File: src/rtl/cpu_pkg.sv
// Shared CPU front-end types and fetch defaults.
// Modules take widths as parameters; these typedefs describe the default 16-bit machine.
package cpu_pkg;

  localparam int unsigned DATA_W_DEFAULT   = 16;
  localparam int unsigned ADDR_W_DEFAULT   = 16;
  localparam int unsigned PC_INC_DEFAULT   = 2;
  localparam int unsigned RESET_PC_DEFAULT = 0;

  typedef logic [ADDR_W_DEFAULT-1:0] addr_t;
  typedef logic [DATA_W_DEFAULT-1:0] instr_t;

  typedef struct packed {
    instr_t instr;
    addr_t  pc;
  } fetch_entry_t;

endpackage

File: src/rtl/fetch_fifo.sv
// DEPTH-entry {instr, pc} buffer; a push is visible at the head the next cycle, and the head is read combinationally.
// No internal backpressure: the caller's credit scheme guarantees no push when full; flush overrides push/pop.
module fetch_fifo #(
  parameter int unsigned DEPTH = 4,
  parameter int unsigned W     = 32
) (
  input  logic                   clk,
  input  logic                   rst_n,
  input  logic                   push,
  input  logic [W-1:0]           push_dat,
  input  logic                   pop,
  input  logic                   flush,
  output logic [W-1:0]           head_dat,
  output logic [$clog2(DEPTH):0] count
);

  localparam int unsigned PW = $clog2(DEPTH);
  localparam int unsigned CW = PW + 1;

  logic [W-1:0]  mem [DEPTH];
  logic [PW-1:0] wr_ptr;
  logic [PW-1:0] rd_ptr;
  logic          do_pop;

  assign do_pop   = pop & (count != '0);
  assign head_dat = mem[rd_ptr];

  // DEPTH is a power of two, so the pointers wrap naturally.
  always_ff @(posedge clk or negedge rst_n) begin
    if (!rst_n) begin
      wr_ptr <= '0;
      rd_ptr <= '0;
      count  <= '0;
      mem    <= '{default: '0};
    end else if (flush) begin
      wr_ptr <= '0;
      rd_ptr <= '0;
      count  <= '0;
    end else begin
      if (push) begin
        mem[wr_ptr] <= push_dat;
        wr_ptr      <= wr_ptr + PW'(1);
      end
      if (do_pop) begin
        rd_ptr <= rd_ptr + PW'(1);
      end
      count <= count + CW'(push) - CW'(do_pop);
    end
  end

endmodule

File: src/rtl/fetch_unit.sv
// Instruction fetch front end: PC, pipelined imem requests, return buffer; a response reaches out_valid one cycle later.
// Requests are credit-limited so outstanding + buffered never exceeds DEPTH; out_ready low stalls issue once credits run out.
module fetch_unit
  import cpu_pkg::*;
#(
  parameter int unsigned        DATA_W   = DATA_W_DEFAULT,
  parameter int unsigned        ADDR_W   = ADDR_W_DEFAULT,
  parameter int unsigned        DEPTH    = 4,
  parameter int unsigned        PC_INC   = PC_INC_DEFAULT,
  parameter logic [ADDR_W-1:0]  RESET_PC = ADDR_W'(RESET_PC_DEFAULT)
) (
  input  logic              clk,
  input  logic              rst_n,
  output logic              imem_req,
  output logic [ADDR_W-1:0] imem_addr,
  input  logic              imem_gnt,
  input  logic              imem_rvalid,
  input  logic [DATA_W-1:0] imem_rdata,
  input  logic              redirect,
  input  logic [ADDR_W-1:0] redirect_pc,
  input  logic              halt,
  output logic              out_valid,
  input  logic              out_ready,
  output logic [DATA_W-1:0] out_instr,
  output logic [ADDR_W-1:0] out_pc,
  output logic              hlt,
  output logic [ADDR_W-1:0] pc
);

  localparam int unsigned CW = $clog2(DEPTH) + 1;
  localparam int unsigned SW = CW + 1;

  logic [ADDR_W-1:0]        fetch_pc;
  logic [ADDR_W-1:0]        resp_pc;
  logic [CW-1:0]            outstanding;
  logic [CW-1:0]            outstanding_nxt;
  logic [CW-1:0]            drop_cnt;
  logic [CW-1:0]            count;
  logic                     halted;
  logic [SW-1:0]            credit_used;
  logic                     accept;
  logic                     flush;
  logic                     push;
  logic                     pop;
  logic [DATA_W+ADDR_W-1:0] head_dat;

  assign credit_used = {1'b0, outstanding} + {1'b0, count};

  // Gated by rst_n so no request is presented while the memory is held in reset.
  assign imem_req  = rst_n & ~halted & (credit_used < SW'(DEPTH));
  assign accept    = imem_req & imem_gnt;
  assign flush     = redirect | halt;
  assign push      = imem_rvalid & (drop_cnt == '0) & ~flush;
  assign pop       = out_valid & out_ready;

  assign outstanding_nxt = outstanding + CW'(accept) - CW'(imem_rvalid);

  always_ff @(posedge clk or negedge rst_n) begin
    if (!rst_n) begin
      fetch_pc    <= RESET_PC;
      resp_pc     <= RESET_PC;
      outstanding <= '0;
      drop_cnt    <= '0;
      halted      <= 1'b0;
    end else begin
      outstanding <= outstanding_nxt;
      if (halt) begin
        halted <= 1'b1;
      end
      if (redirect) begin
        fetch_pc <= redirect_pc;
      end else if (accept) begin
        fetch_pc <= fetch_pc + ADDR_W'(PC_INC);
      end
      // Everything still in flight after a flush, including this cycle's accept, is stale.
      if (flush) begin
        drop_cnt <= outstanding_nxt;
        resp_pc  <= redirect ? redirect_pc : fetch_pc;
      end else begin
        if (imem_rvalid && (drop_cnt != '0)) begin
          drop_cnt <= drop_cnt - CW'(1);
        end
        if (push) begin
          resp_pc <= resp_pc + ADDR_W'(PC_INC);
        end
      end
    end
  end

  fetch_fifo #(
    .DEPTH (DEPTH),
    .W     (DATA_W + ADDR_W)
  ) u_fifo (
    .clk      (clk),
    .rst_n    (rst_n),
    .push     (push),
    .push_dat ({imem_rdata, resp_pc}),
    .pop      (pop),
    .flush    (flush),
    .head_dat (head_dat),
    .count    (count)
  );

  assign out_valid = (count != '0);
  assign out_instr = head_dat[DATA_W+ADDR_W-1:ADDR_W];
  assign out_pc    = head_dat[ADDR_W-1:0];
  assign hlt       = halted & (outstanding == '0);
  assign imem_addr = fetch_pc;
  assign pc        = fetch_pc;

endmodule
File: config.mk
export PLATFORM = sky130hd
export DESIGN_NAME = fetch_unit
export DESIGN_NICKNAME = d
export VERILOG_FILES = /design/src/rtl/cpu_pkg.sv /design/src/rtl/fetch_fifo.sv /design/src/rtl/fetch_unit.sv
export SDC_FILE = /design/constraint.sdc
export NUM_CORES = 1
export LEC_CHECK = 0
export CORE_ASPECT_RATIO = 1.75
export CORE_UTILIZATION = 60
export CTS_BUF_LIST = sky130_fd_sc_hd__clkbuf_4 sky130_fd_sc_hd__clkbuf_8 sky130_fd_sc_hd__clkbuf_16
export CTS_CLUSTER_DIAMETER = 80
export DETAILED_ROUTE_END_ITERATION = 8
export HOLD_SLACK_MARGIN = 0.08
export PLACE_DENSITY = 0.85
export SYNTH_ARGS = -nofsm -noshare
export SYNTH_HDL_FRONTEND = slang
export SYNTH_SLANG_ARGS = --single-unit
File: constraint.sdc
create_clock -name clk -period 8.15 [get_ports clk]
set_input_delay 1.2225 -clock clk [delete_from_list [all_inputs] [get_ports clk]]
set_output_delay 1.2225 -clock clk [all_outputs]
set_load 0.1 [all_outputs]
# [Word level (Yosys, flattened, before mapping)]
# Cells that the tools add are included.
[totals] ff_bits=174 input_bits=39 out_inout_bits=67 wordCells=68
[classes] add_sub_neg=10 magnitude_cmp=4 muxes=18 bitwise=13 n_reduce_logical=11
[ops] operator="bitwise mux 128 bit" n=1
[ops] operator="2-to-1 mux 32 bit" n=3
[ops] operator="2-to-1 mux 16 bit" n=5
[ops] operator="binary-select mux 32 bit (select 2 bit)" n=1
[ops] operator="demux 32 bit (select 2 bit)" n=1
[ops] operator="adder 16 x 2 -> 16 bit, second input constant" n=2
[ops] operator="2-to-1 mux 3 bit" n=3
[ops] operator="bitwise AND 1 bit" n=8
[ops] operator="2-to-1 mux 2 bit" n=4
[ops] operator="nonzero test 2 bit" n=4
[ops] operator="adder 3 x 1 -> 3 bit" n=2
[ops] operator="greater-or-equal comparator 3 bit, second input constant" n=2
[ops] operator="logical NOT 3 bit" n=2
[ops] operator="NOT 2 -> 3 bit" n=2
[ops] operator="nonzero test 3 bit" n=2
[ops] operator="subtractor 3 x 1 -> 3 bit" n=2
[ops] operator="adder 2 x 1 -> 2 bit, second input constant" n=2
[ops] operator="adder 3 x 3 -> 4 bit" n=1
[ops] operator="less-than comparator 4 x 3 -> 1 bit, second input constant" n=1
[ops] operator="less-than comparator 3 x 1 -> 1 bit, second input constant" n=1
[ops] operator="subtractor 3 x 1 -> 3 bit, second input constant" n=1
[ops] operator="logical AND 1 bit" n=2
[ops] operator="NOT 1 bit" n=2
[ops] operator="AND reduction 2 bit" n=1
[ops] operator="OR 1 bit" n=1

# [Logic depth before layout (Yosys ltp)]
# Gate-level depths: netlist of the first run.
[depth] word_depth=7 depth_mapped=16 ltp_nobuf=13

# [Cells and area by module]
# A second synthesis of the first run with hierarchy kept.
[hier_totals] hier_cells=634 hier_area_um2=8698.3
[modules_own_cells] module="fetch_fifo" n_inst=1 cells_per_inst=349 area_per_inst_um2=6127.1 seq_area_each_um2=3378.2
[modules_own_cells] module="fetch_unit" n_inst=1 cells_per_inst=285 area_per_inst_um2=2571.2 seq_area_each_um2=975.9

# [Worst setup path before layout of the first run]
# No wires, ideal clock.
[synth_timing] path_kind="register to output" start="register outstanding[1]" end="output port hlt" arrival_time_ps=3563 required_time_ps=6928 path_slack_ps=3365 path_stages_with_launch=2 n_path_buf=0 cell_sequence="dfrtp_1 nor4b_1"
[synth_between] elab_chain_len=2
[synth_rtl] element="start: declaration" line_no="fetch_unit.sv:35" source="logic [CW-1:0] outstanding;"
[synth_rtl] element="start signal: assignment" line_no="fetch_unit.sv:66" source="outstanding <= outstanding_nxt;"
[synth_rtl] element="logical NOT 3 bit" line_no="fetch_unit.sv:107" source="assign hlt = halted & (outstanding == '0);"
[synth_rtl] element="bitwise AND 1 bit" line_no="fetch_unit.sv:107"
[synth_rtl] element="end: declaration" line_no="fetch_unit.sv:26" source="output logic hlt,"
# No other way between the ends.

# [Final worst setup path of the first run]
[layout_timing] start="input port rst_n" end="output port imem_req"
[layout_between] elab_chain_len=2
[layout_rtl] element="start: declaration" line_no="fetch_unit.sv:13" source="input logic rst_n,"
[layout_rtl] element="bitwise AND 1 bit (2 in series)" line_no="fetch_unit.sv:50" source="assign imem_req = rst_n & ~halted & (credit_used < SW'(DEPTH));"
[layout_rtl] element="end: declaration" line_no="fetch_unit.sv:14" source="output logic imem_req,"
# No other way between the ends.

==> impl_summary.log, run 1 <==
INFO  metric cp_top_family = buffers and inverters
INFO  metric comb_power_share = 39.2%
INFO  metric grtUsageTotal = 26.5%
INFO  metric clock_sink_total = 174
INFO  metric chipHeight = 158 um
INFO  metric cpMaxStageDelayCell = clkdlybuf4s50_1
INFO  metric combinational_family_with_the_most_area_after_synthesis = multiplexers
INFO  metric cp.required = 6.93 ns
INFO  metric cp_cell_sequence = buf_6, nor3b_2, and3_1, clkdlybuf4s50_1
INFO  metric ys_top_cells_by_area = dfrtp_1 (52%), mux2_2 (17%), mux4_2 (8.6%)
INFO  metric filler_free_cell_count_of_the_finished_design = 892
INFO  metric max_slew_margin = 31.2%
INFO  metric power_switching_share = 40.8%
INFO  metric cts-hold-fix-buffers = 0
INFO  metric synthSimpleGateAreaFrac = 8.20%
INFO  metric place_hpwl = 11.6 mm
INFO  metric overflow = 0
INFO  metric dpl.cell_count = 860
INFO  metric power.switching = 1.32 mW
INFO  metric ir_worst_vdd = 0.164 mV
INFO  metric detail_route.iter0.violations = 248
INFO  metric floorplan.core_area = 0.0135 sq mm
INFO  metric synth_top_flop_cell = dfrtp_1
INFO  metric yosysUniqueCellTypes = 54
INFO  metric grt_setup_unrepaired = false
INFO  metric pin_count = 106
INFO  metric detail_route.wl_per_cell = 20.1 um
INFO  metric intPower = 1.91 mW
INFO  metric outcome = complete, no violations
INFO  metric clockBufferDepth = 2
INFO  metric total_power = 3.23 mW
INFO  metric synth.mux.area_fraction = 26.7%
INFO  metric antenna_cells_inserted = 0
INFO  metric gpl.final_weighted_congestion = 0.832
INFO  metric post-route-period-util = 58.6%
INFO  metric synth_fa_ha_area_share = 2.56%
INFO  metric synth-compound-area-share = 4.23%
INFO  metric power_density = 321 mW/mm^2
INFO  metric floorplan.initialDensity = 62.1%
INFO  metric synth-seq-area-share = 51.9%
INFO  metric max_freq = 209 MHz
INFO  metric critical_path_peak_fanout = 109
INFO  metric rows = 56
INFO  metric criticalPathCategory = in -> out
INFO  metric grt_pass1_vias = 5849
INFO  metric postRouteAntennaNets = 0
INFO  metric synth_top_area_share = 51.9%
INFO  metric timing.final.max_slew_violations = 0
INFO  metric cts_setup_buffers = 0
INFO  metric synthCells = 628
INFO  metric flow.area_growth_from_synthesis = 20.0%
INFO  metric ys_ff_latch = 174
INFO  metric length_of_the_first_detailed_routing_pass_in_iterations = 4
INFO  metric number_of_antenna_violations_at_the_first_check_in_global_routing = 0
INFO  metric buffer_ports.inserted = 105
INFO  metric final_core_utilization = 74.5%
INFO  metric postCtsResizedCells = 0
INFO  metric final_area = 0.0101 sq mm
INFO  metric multi_input_area = 0.00368 sq mm
INFO  metric drive_gt1_share = 29.2%
INFO  metric number_of_nets_in_the_finished_design = 760
INFO  metric synth_async_sr_flop_share = 100%
INFO  metric largest_net_degree_at_the_start_of_global_routing = 110
INFO  metric cts-buffers-inserted = 17
INFO  metric detail_route.wirelength = 18.0 mm
INFO  metric syn-num-nets = 683
INFO  metric critPathCaptureType = output port
INFO  metric leakage = 4.51 nW
INFO  metric pwr-share-clk = 27.2%
INFO  metric synth.cell_area = 0.00839 sq mm
INFO  metric vias_per_cell = 6.05
INFO  metric synth_xor_area_share = 2.09%
INFO  metric critPathLaunchType = input pin
INFO  metric clockRootBuffer = clkbuf_16
INFO  metric clock_tree_from_tritoncts = done
INFO  metric final_cell_mix = dfrtp_1 (173), mux2_2 (130), clkdlybuf4s50_1 (104), nand2_1 (35), mux4_2 (32)
INFO  metric setup_violations = 0
INFO  metric fp.dieW = 91.4 um
INFO  metric power.sequential.fraction = 33.6%
INFO  metric fillCellCount = 821
INFO  metric detailroute.via_count = 5398
INFO  metric global_route_wire_length_before_repair = 29.6 mm
INFO  metric max_stage_delay = 1.13 ns
INFO  metric synthesis.yosys.warnings = 0
INFO  metric htree_levels = 4
INFO  metric arrival = 3.56 ns
INFO  metric fp.dieArea = 0.0145 sq mm
INFO  metric min_delay_path_class = reg -> reg
INFO  metric synth_enable_flop_cells = 0
INFO  metric post_synth.cell_area_avg = 13.4 sq um
INFO  metric max_cap_viol_count = 0
INFO  metric synth_area_leader_cell = dfrtp_1
INFO  metric timing.clock.skew = 0.0115 ns
INFO  metric worstPathBufferInverterCount = 2
INFO  metric minimum_period_implied_by_the_final_worst_setup_slack = 4.78 ns
INFO  metric cts.clk_slew.worst_paths = 0.06 ns
INFO  metric worst_slew_pin_slew = 1.03 ns
INFO  metric worstSkewPairLatency = 0.42 ns
INFO  metric detail_route.drc_violations = 0
INFO  metric final_common_cell = dfrtp_1
INFO  metric timing.setup.tns = 0 ns
INFO  metric seqCellArea = 0.00436 sq mm
INFO  metric placement.cell_area = 0.00942 sq mm
INFO  metric final-hold-violation-count = 0
==> cell type report <==
class	count	area share, %
sequential	174	43.3
multi-input combinational	385	36.5
inverter	14	0.522
tap	174	2.16
clock buffer	23	4.92
timing repair buffer	113	11.0
clock inverter	9	1.55
==> registers in the layout, indices dropped and copies added (netlist names) <==
name / flops
drop_cnt: 3
halted: 1
imem_addr: 16
outstanding: 3
resp_pc: 16
u_fifo.count: 3
u_fifo.mem: 128
u_fifo.rd_ptr: 2
u_fifo.wr_ptr: 2
==> cells in the mapped netlist (3+ instances only) <==
cell      instances
nand3_1          12
or3_1             4
buf_4            17
buf_2            19
clkbuf_1         12
o211ai_1          5
nor2b_1           7
a21oi_1           8
and2_1            3
o21ai_0          11
mux2_2          130
and3_1            5
inv_1            12
mux2i_1           6
nor2_1           22
or4_1             8
o22ai_1           4
o31ai_1           4
xor2_1            3
nor4_1            7
a31oi_1           6
nand4_1           3
xnor2_1          17
nor3_1            6
ha_1             14
nand2_1          35
a211oi_1          7
dfrtp_1         174
clkbuf_2          4
and4_1            4
mux4_2           32
==> logic make-up after synthesis <==
logic type	Yosys count
buf+inv	69
fa+ha+maj	16
xor+xnor	20
simple gates	127
flops	174
compound gates	54
mux	168
==> worst reg2reg max path: stages (launching register included) <==
cell and delay, ns:
dfrtp_1 0.45, ha_1 0.32, nand3_1 0.10, and4_1 0.48, inv_2 0.25, ha_1 0.33
inv_1 0.05, ha_1 0.12, inv_1 0.04, fa_1 0.37, xnor2_1 0.14, xnor2_1 0.21
nand2_1 0.08, o21ai_0 0.10
==> layer usage <==
| metal | routed length, um | track usage (%) | vias to the layer above |
|---|---|---|---|
| li1 | - | - | 2429 |
| met1 | 6860 | 30.2 | 2809 |
| met2 | 10200 | 49.8 | 142 |
| met3 | 618 | 4.97 | 18 |
| met4 | 242 | 8.47 | 0 |
| met5 | 0 | 0 | - |
==> power groups by stage <==
| stage | sequential [mW] | clock (mW) | combinational [mW] |
|---|---|---|---|
| floorplan | 1.11 | 0 | 0.962 |
| global placement | 1.08 | 0 | 1.24 |
| detailed placement | 1.10 | 0 | 1.27 |
| CTS | 1.09 | 0.886 | 1.27 |
| global route | 1.10 | 0.924 | 1.31 |
| finish | 1.09 | 0.878 | 1.26 |
==> worst paths after layout <==
check | startpoint | to | slack (ns) | cells past startpoint
setup / recovery | rst_n | imem_req | 3.37 | 4
min in group asynchronous | rst_n | u_fifo.mem[121] | 0.89 | 1
setup reg to reg | outstanding[1] | drop_cnt[2] | 5.02 | 13
hold reg to reg | u_fifo.mem[125] | u_fifo.mem[125] | 0.50 | 1
max in group asynchronous | rst_n | u_fifo.mem[49] | 5.79 | 2
hold / removal | u_fifo.mem[125] | u_fifo.mem[125] | 0.50 | 1
==> metrics by stage <==
stage | hold slack [ns] | setup WS [ns]
final | 0.502 | 3.37
after global routing | 0.519 | 3.12
after CTS | 0.503 | 3.30
after detailed placement | 0.490 | 3.30
after global placement | 0.481 | 3.40
after floorplan | 0.473 | 3.36
Note: power is estimated with default switching activity, not from simulation.
==> run 2: changes to the inputs <==
--- a/config.mk
+++ b/config.mk
@@ -6,12 +6,12 @@
 export NUM_CORES = 1
 export LEC_CHECK = 0
 export CORE_ASPECT_RATIO = 1.75
-export CORE_UTILIZATION = 60
+export CORE_UTILIZATION = 50
 export CTS_BUF_LIST = sky130_fd_sc_hd__clkbuf_4 sky130_fd_sc_hd__clkbuf_8 sky130_fd_sc_hd__clkbuf_16
 export CTS_CLUSTER_DIAMETER = 80
 export DETAILED_ROUTE_END_ITERATION = 8
 export HOLD_SLACK_MARGIN = 0.08
-export PLACE_DENSITY = 0.85
+export PLACE_DENSITY = 0.76
 export SYNTH_ARGS = -nofsm -noshare
 export SYNTH_HDL_FRONTEND = slang
 export SYNTH_SLANG_ARGS = --single-unit
==> constraint.sdc (replaced) <==
create_clock -name clk -period 4.3 [get_ports clk]
set_input_delay 0.645 -clock clk [delete_from_list [all_inputs] [get_ports clk]]
set_output_delay 0.645 -clock clk [all_outputs]
set_load 0.1 [all_outputs]
==> run 2 against run 1 <==
Against the previous run:
- sequential share of layout area barely moved
- clock-buffer cell count fell by 5
- final cell count rose by 5.6%
- setup slack got worse by 2.2 ns
- design area barely moved
- register-to-register slack got worse by 3.8 ns
- global-route usage fell by 4.5 points
- critical endpoint is now drop_cnt[2]
==> impl_summary.log, run 2 (same netlist as run 1, synthesis figures left out) <==
INFO  metric grt_pass1_vias = 5928
INFO  metric detailroute.via_count = 5333
INFO  metric pin_count = 106
INFO  metric max_freq = 321 MHz
INFO  metric number_of_nets_in_the_finished_design = 761
INFO  metric regToRegStartpoint = outstanding[1]
INFO  metric cts-buffers-inserted = 17
INFO  metric critical_path.startpoint = outstanding[1]
INFO  metric detail_route.wirelength = 17.6 mm
INFO  metric timing.clock.skew = 0.00857 ns
INFO  metric pwr-share-clk = 27.7%
INFO  metric buffer_ports.inserted = 105
INFO  metric worstSkewPairLatency = 0.41 ns
INFO  metric antenna_cells_inserted = 0
INFO  metric largest_reg_flops = 128
INFO  metric timing.final.max_slew_violations = 0
INFO  metric total_power = 6.07 mW
INFO  metric max_cap_viol_count = 0
INFO  metric placement.cell_area = 0.00942 sq mm
INFO  metric detail_route.wl_per_cell = 18.7 um
INFO  metric drive_gt1_share = 33.8%
INFO  metric arrival = 3.37 ns
INFO  metric place_hpwl = 11.7 mm
INFO  metric criticalPathCategory = reg -> reg
INFO  metric largest_net_degree_at_the_start_of_global_routing = 175
INFO  metric leakage = 4.57 nW
INFO  metric min_delay_path_class = in -> async
INFO  metric ir_worst_vdd = 0.272 mV
INFO  metric cts-hold-fix-buffers = 0
INFO  metric cts.clk_slew.worst_paths = 0.06 ns
INFO  metric detail_route.iter0.violations = 160
INFO  metric grtUsageTotal = 22.0%
INFO  metric final_common_cell = dfrtp_1
INFO  metric intPower = 3.57 mW
INFO  metric critical_path.reg2reg.endpoint = drop_cnt[2]
INFO  metric comb_power_share = 38.5%
INFO  metric detail_route.drc_violations = 0
INFO  metric minimum_period_implied_by_the_final_worst_setup_slack = 3.12 ns
INFO  metric flow.area_growth_from_synthesis = 19.9%
INFO  metric fillCellCount = 1292
INFO  metric fp.dieArea = 0.0173 sq mm
INFO  metric chipHeight = 173 um
INFO  metric post-route-period-util = 72.5%
INFO  metric critical_path_peak_fanout = 22
INFO  metric clockRootBuffer = clkbuf_16
INFO  metric setup.reg_to_reg.worst_slack = 1.18 ns
INFO  metric floorplan.initialDensity = 51.0%
INFO  metric clock_tree_from_tritoncts = done
INFO  metric global_route_wire_length_before_repair = 29.6 mm
INFO  metric depth_of_the_worst_register_to_register_path = 13
INFO  metric gpl.final_weighted_congestion = 0.862
INFO  metric final_cell_mix = dfrtp_1 (173), mux2_2 (130), clkdlybuf4s50_1 (71), buf_4 (41), nand2_1 (35)
INFO  metric timing.setup.tns = 0 ns
INFO  metric largest_register = u_fifo.mem
INFO  metric fin_worst_hold_slack = 0.357 ns
INFO  metric placement.setup.worst_slack = 0.930 ns
INFO  metric final-hold-violation-count = 0
INFO  metric overflow = 0
INFO  metric power_switching_share = 41.1%
INFO  metric cp.required = 4.55 ns
INFO  metric clock_sink_total = 174
INFO  metric length_of_the_first_detailed_routing_pass_in_iterations = 4
INFO  metric power_density = 603 mW/mm^2
INFO  metric grt_setup_unrepaired = false
INFO  metric vias_per_cell = 5.66
INFO  metric htree_levels = 4
INFO  metric floorplan.core_area = 0.0164 sq mm
INFO  metric rows = 62
INFO  metric clockBufferDepth = 2
INFO  metric postRouteAntennaNets = 0
INFO  metric outcome = complete, no violations
INFO  metric max_slew_margin = 34.3%
INFO  metric critPathCaptureType = flop
INFO  metric postCtsResizedCells = 0
INFO  metric worst_slew_pin_slew = 0.981 ns
INFO  metric power.switching = 2.49 mW
INFO  metric fp.dieW = 99.9 um
INFO  metric power.sequential.fraction = 33.8%
INFO  metric final_critical_path_setup_slack = 1.18 ns
INFO  metric critPathLaunchType = flop
INFO  metric number_of_antenna_violations_at_the_first_check_in_global_routing = 0
INFO  metric final_area = 0.0101 sq mm
INFO  metric setup_violations = 0
INFO  metric cts_setup_buffers = 0
==> run 2: stage by stage <==
stage	util [%]	cells
after floorplan	-	628
after global placement	57.3	911
after detailed placement	57.3	911
after CTS	61.2	942
after global routing	61.2	942
final	61.2	942
==> run 2: layer usage <==
metal  up-vias  wire [um]  GRT usage [%]
met2       122       9770           40.5
met1      2755       6970           25.0
met4         0        318           7.41
li1       2439          -              -
met3        17        541           4.23
met5         -          0              0
==> run 2: final cells by class <==
| cell class | count | area, sq um | share of cell area (%) |
|---|---|---|---|
| clock buffer | 18 | 439 | 4.36 |
| clock inverter | 13 | 210 | 2.09 |
| inverter | 14 | 52.6 | 0.522 |
| multi-input combinational | 385 | 3680 | 36.5 |
| sequential | 174 | 4360 | 43.3 |
| tap | 224 | 280 | 2.78 |
| timing repair buffer | 114 | 1050 | 10.4 |
==> run 2: worst max path at each step <==
stage                        to  slack [ns]
detailed placement  drop_cnt[2]        0.93
floorplan                   hlt        0.09
CTS                  out_pc[10]        1.15
global placement    drop_cnt[2]        0.98
finish              drop_cnt[2]        1.18
global route        drop_cnt[2]        0.93
==> run 2: worst max-delay path, cell delays in order (launching register included) <==
cell and delay (ns):
dfrtp_1 0.45, ha_1 0.32, nand3_1 0.09, and4_1 0.48
inv_2 0.25, ha_1 0.33, inv_1 0.05, ha_1 0.13
inv_1 0.05, fa_1 0.37, xnor2_1 0.14, xnor2_1 0.14
nand2_1 0.07, o21ai_0 0.10
==> run 2: power by group through the flow <==
stage	logic, mW	clock network (mW)	registers, mW
final	2.34	1.68	2.05
after floorplan	1.82	0	2.10
after detailed placement	2.35	0	2.08
after global routing	2.43	1.78	2.08
after CTS	2.36	1.71	2.05
after global placement	2.32	0	2.05
==> run 3: changes to the inputs <==
==> constraint.sdc (replaced) <==
create_clock -name clk -period 2.55 [get_ports clk]
set_input_delay 0.3825 -clock clk [delete_from_list [all_inputs] [get_ports clk]]
set_output_delay 0.3825 -clock clk [all_outputs]
set_load 0.1 [all_outputs]
==> run 3 against run 2 <==
Against the previous run:
- non-clock buffer count grew 16
- final cell count grew 1.7%
- die area is the same
- design area grew 5.0%
- critical path depth is the same
- clock-buffer cell count is the same
- via count grew 1.7%
- clock skew grew 0.0021 ns
- sequential power grew 68%
- critical path type unchanged
- critical endpoint unchanged
==> impl_summary.log, run 3 (same netlist as run 1, synthesis figures left out) <==
INFO  metric timing.final.max_slew_violations = 0
INFO  metric minimum_period_implied_by_the_final_worst_setup_slack = 2.45 ns
INFO  metric filler_free_cell_count_of_the_finished_design = 958
INFO  metric max_freq = 408 MHz
INFO  metric worstPathBufferInverterCount = 3
INFO  metric number_of_antenna_violations_at_the_first_check_in_global_routing = 0
INFO  metric chipHeight = 173 um
INFO  metric cp_cell_sequence = ha_2, nor2_1, and4_4, inv_4, ha_4, inv_2, ha_4, inv_2, fa_2, xnor2_2, xnor2_1, nand2_1, o21ai_1
INFO  metric detail_route.wirelength.met1 = 7.02 mm
INFO  metric fp.dieW = 99.9 um
INFO  metric clock_tree_from_tritoncts = done
INFO  metric flow.area_growth_from_synthesis = 26.0%
INFO  metric max_slew_margin = 34.2%
INFO  metric dpl.cell_count = 925
INFO  metric htree_levels = 4
INFO  metric max_cap_viol_count = 0
INFO  metric buffer_ports.inserted = 105
INFO  metric detailroute.via_count = 5422
INFO  metric detail_route.wirelength = 18.0 mm
INFO  metric place_hpwl = 12.1 mm
INFO  metric critical_path_peak_fanout = 2
INFO  metric length_of_the_first_detailed_routing_pass_in_iterations = 5
INFO  metric worst-path-stages = 13
INFO  metric final_common_cell = dfrtp_1
INFO  metric placement.setup.worst_slack = -0.0274 ns
INFO  metric critPathCaptureType = flop
INFO  metric arrival = 2.79 ns
INFO  metric leakage = 4.80 nW
INFO  metric placement.cell_area = 0.00992 sq mm
INFO  metric cp.required = 2.89 ns
INFO  metric cpMaxStageDelayCell = dfrtp_1
INFO  metric global_route_wire_length_before_repair = 30.3 mm
INFO  metric critical_path.startpoint = u_fifo.count[2]
INFO  metric vias_per_cell = 5.66
INFO  metric timing.clock.skew = 0.0107 ns
INFO  metric final_critical_path_setup_slack = 0.102 ns
INFO  metric postRouteAntennaNets = 0
INFO  metric detailroute.wirelength.met3 = 508 um
INFO  metric floorplan.core_area = 0.0164 sq mm
INFO  metric max_stage_delay = 0.38 ns
INFO  metric regToRegStartpoint = u_fifo.count[2]
INFO  metric post-route-period-util = 96.0%
INFO  metric rows = 62
INFO  metric number_of_nets_in_the_finished_design = 777
INFO  metric critPathLaunchType = flop
INFO  metric setup.reg_to_reg.worst_slack = 0.10 ns
INFO  metric depth_of_the_worst_register_to_register_path = 13
INFO  metric final-hold-violation-count = 0
INFO  metric clockBufferDepth = 2
INFO  metric worst_slew_pin_slew = 0.987 ns
INFO  metric cp-endpoint = drop_cnt[2]
INFO  metric grt_pass1_vias = 6036
INFO  metric largest_reg_flops = 128
INFO  metric highest-signal-layer = met4
INFO  metric worstSkewPairLatency = 0.42 ns
INFO  metric antenna_cells_inserted = 0
INFO  metric gpl.final_weighted_congestion = 0.853
INFO  metric detail_route.iter0.violations = 232
INFO  metric criticalPathCategory = reg -> reg
INFO  metric final_area = 0.0106 sq mm
INFO  metric min_delay_path_class = in -> async
INFO  metric final_cell_mix = dfrtp_1 (172), mux2_2 (130), buf_4 (56), clkdlybuf4s50_1 (37), buf_12 (36)
INFO  metric setup_violations = 0
INFO  metric timing.setup.tns = 0 ns
INFO  metric cts-buffers-inserted = 17
INFO  metric cts.clk_slew.worst_paths = 0.07 ns
INFO  metric fp.dieArea = 0.0173 sq mm
INFO  metric cp_top_family = adder cells
INFO  metric largest_net_degree_at_the_start_of_global_routing = 175
INFO  metric wl_met2 = 10.1 mm
INFO  metric overflow = 0
INFO  metric pin_count = 106
INFO  metric clock_sink_total = 174
INFO  metric detail_route.drc_violations = 0
INFO  metric power_density = 1040 mW/mm^2
INFO  metric largest_register = u_fifo.mem
INFO  metric cts-hold-fix-buffers = 0
INFO  metric floorplan.initialDensity = 51.0%
INFO  metric critical_path.reg2reg.endpoint = drop_cnt[2]
INFO  metric detail_route.wl_per_cell = 18.8 um
INFO  metric grtUsageTotal = 22.6%
INFO  metric outcome = complete, no violations
INFO  metric clockRootBuffer = clkbuf_16
INFO  metric drive_gt1_share = 41.4%
INFO  metric ir_worst_vdd = 0.507 mV
run 3: cell types whose count changed in the layout (fill, tap and decap cells not counted), sizes merged:
| cell | change |
|---|---|
| clkdlybuf4s50 | -34 |
| clkinvlp | +2 |
| bufinv | -1 |
| inv | -3 |
| clkinv | +2 |
| buf | +50 |
run 3: worst register-to-register path, delay by kind of cell (launching register included):
kind / cells / cell delay (ns)
fa+ha+maj: 4 / 0.98
flops: 1 / 0.38
xor+xnor: 2 / 0.35
simple gates: 3 / 0.44
buf+inv: 3 / 0.14
compound gates: 1 / 0.09
run 3: report_power, final:
| part | switching [mW] | internal [mW] | total, mW | leakage (nW) |
|---|---|---|---|---|
| Combinational | 3.03 | 1.77 | 4.81 | 2.20 |
| Sequential | 0.291 | 3.15 | 3.44 | 2.29 |
| Clock | 1.08 | 1.67 | 2.75 | 0.300 |
run 3: repair_timing:
item                                    CTS  global route
endpoints found under the setup margin    0             1
buffers inserted                          0             2
gates resized for setup                   0             4
run 3: how the worst min path moves through the flow:
stage,from,to,cells past startpoint
finish,rst_n,halted,2
floorplan,rst_n,drop_cnt[0],0
global placement,u_fifo.mem[49],u_fifo.mem[49],1
CTS,rst_n,halted,2
global route,rst_n,halted,2
detailed placement,u_fifo.mem[33],u_fifo.mem[33],1
run 3: metrics by stage:
step           util, %  total power, mW  hold WS (ns)
3_3_place_gp      60.3             8.20         0.481
6_report          64.3             11.0        0.0438
2_1_floorplan        -             6.66        0.0869
3_5_place_dp      60.3             8.31         0.488
4_1_cts           64.1             11.1         0.176
5_1_grt           64.3             11.4         0.150
run 3: area by class of cell:
type	count	area [sq um]
clock inverter	13	190
timing repair buffer	130	1520
multi-input combinational	385	3730
sequential	174	4360
fill	1230	5870
tap	224	280
inverter	14	55.1
clock buffer	18	439
run 3: layer usage:
metal / up-vias / global-route usage [%]
met5: - / 0
met4: 0 / 8.95
met2: 134 / 41.0
li1: 2470 / -
met3: 24 / 3.43
met1: 2794 / 26.3
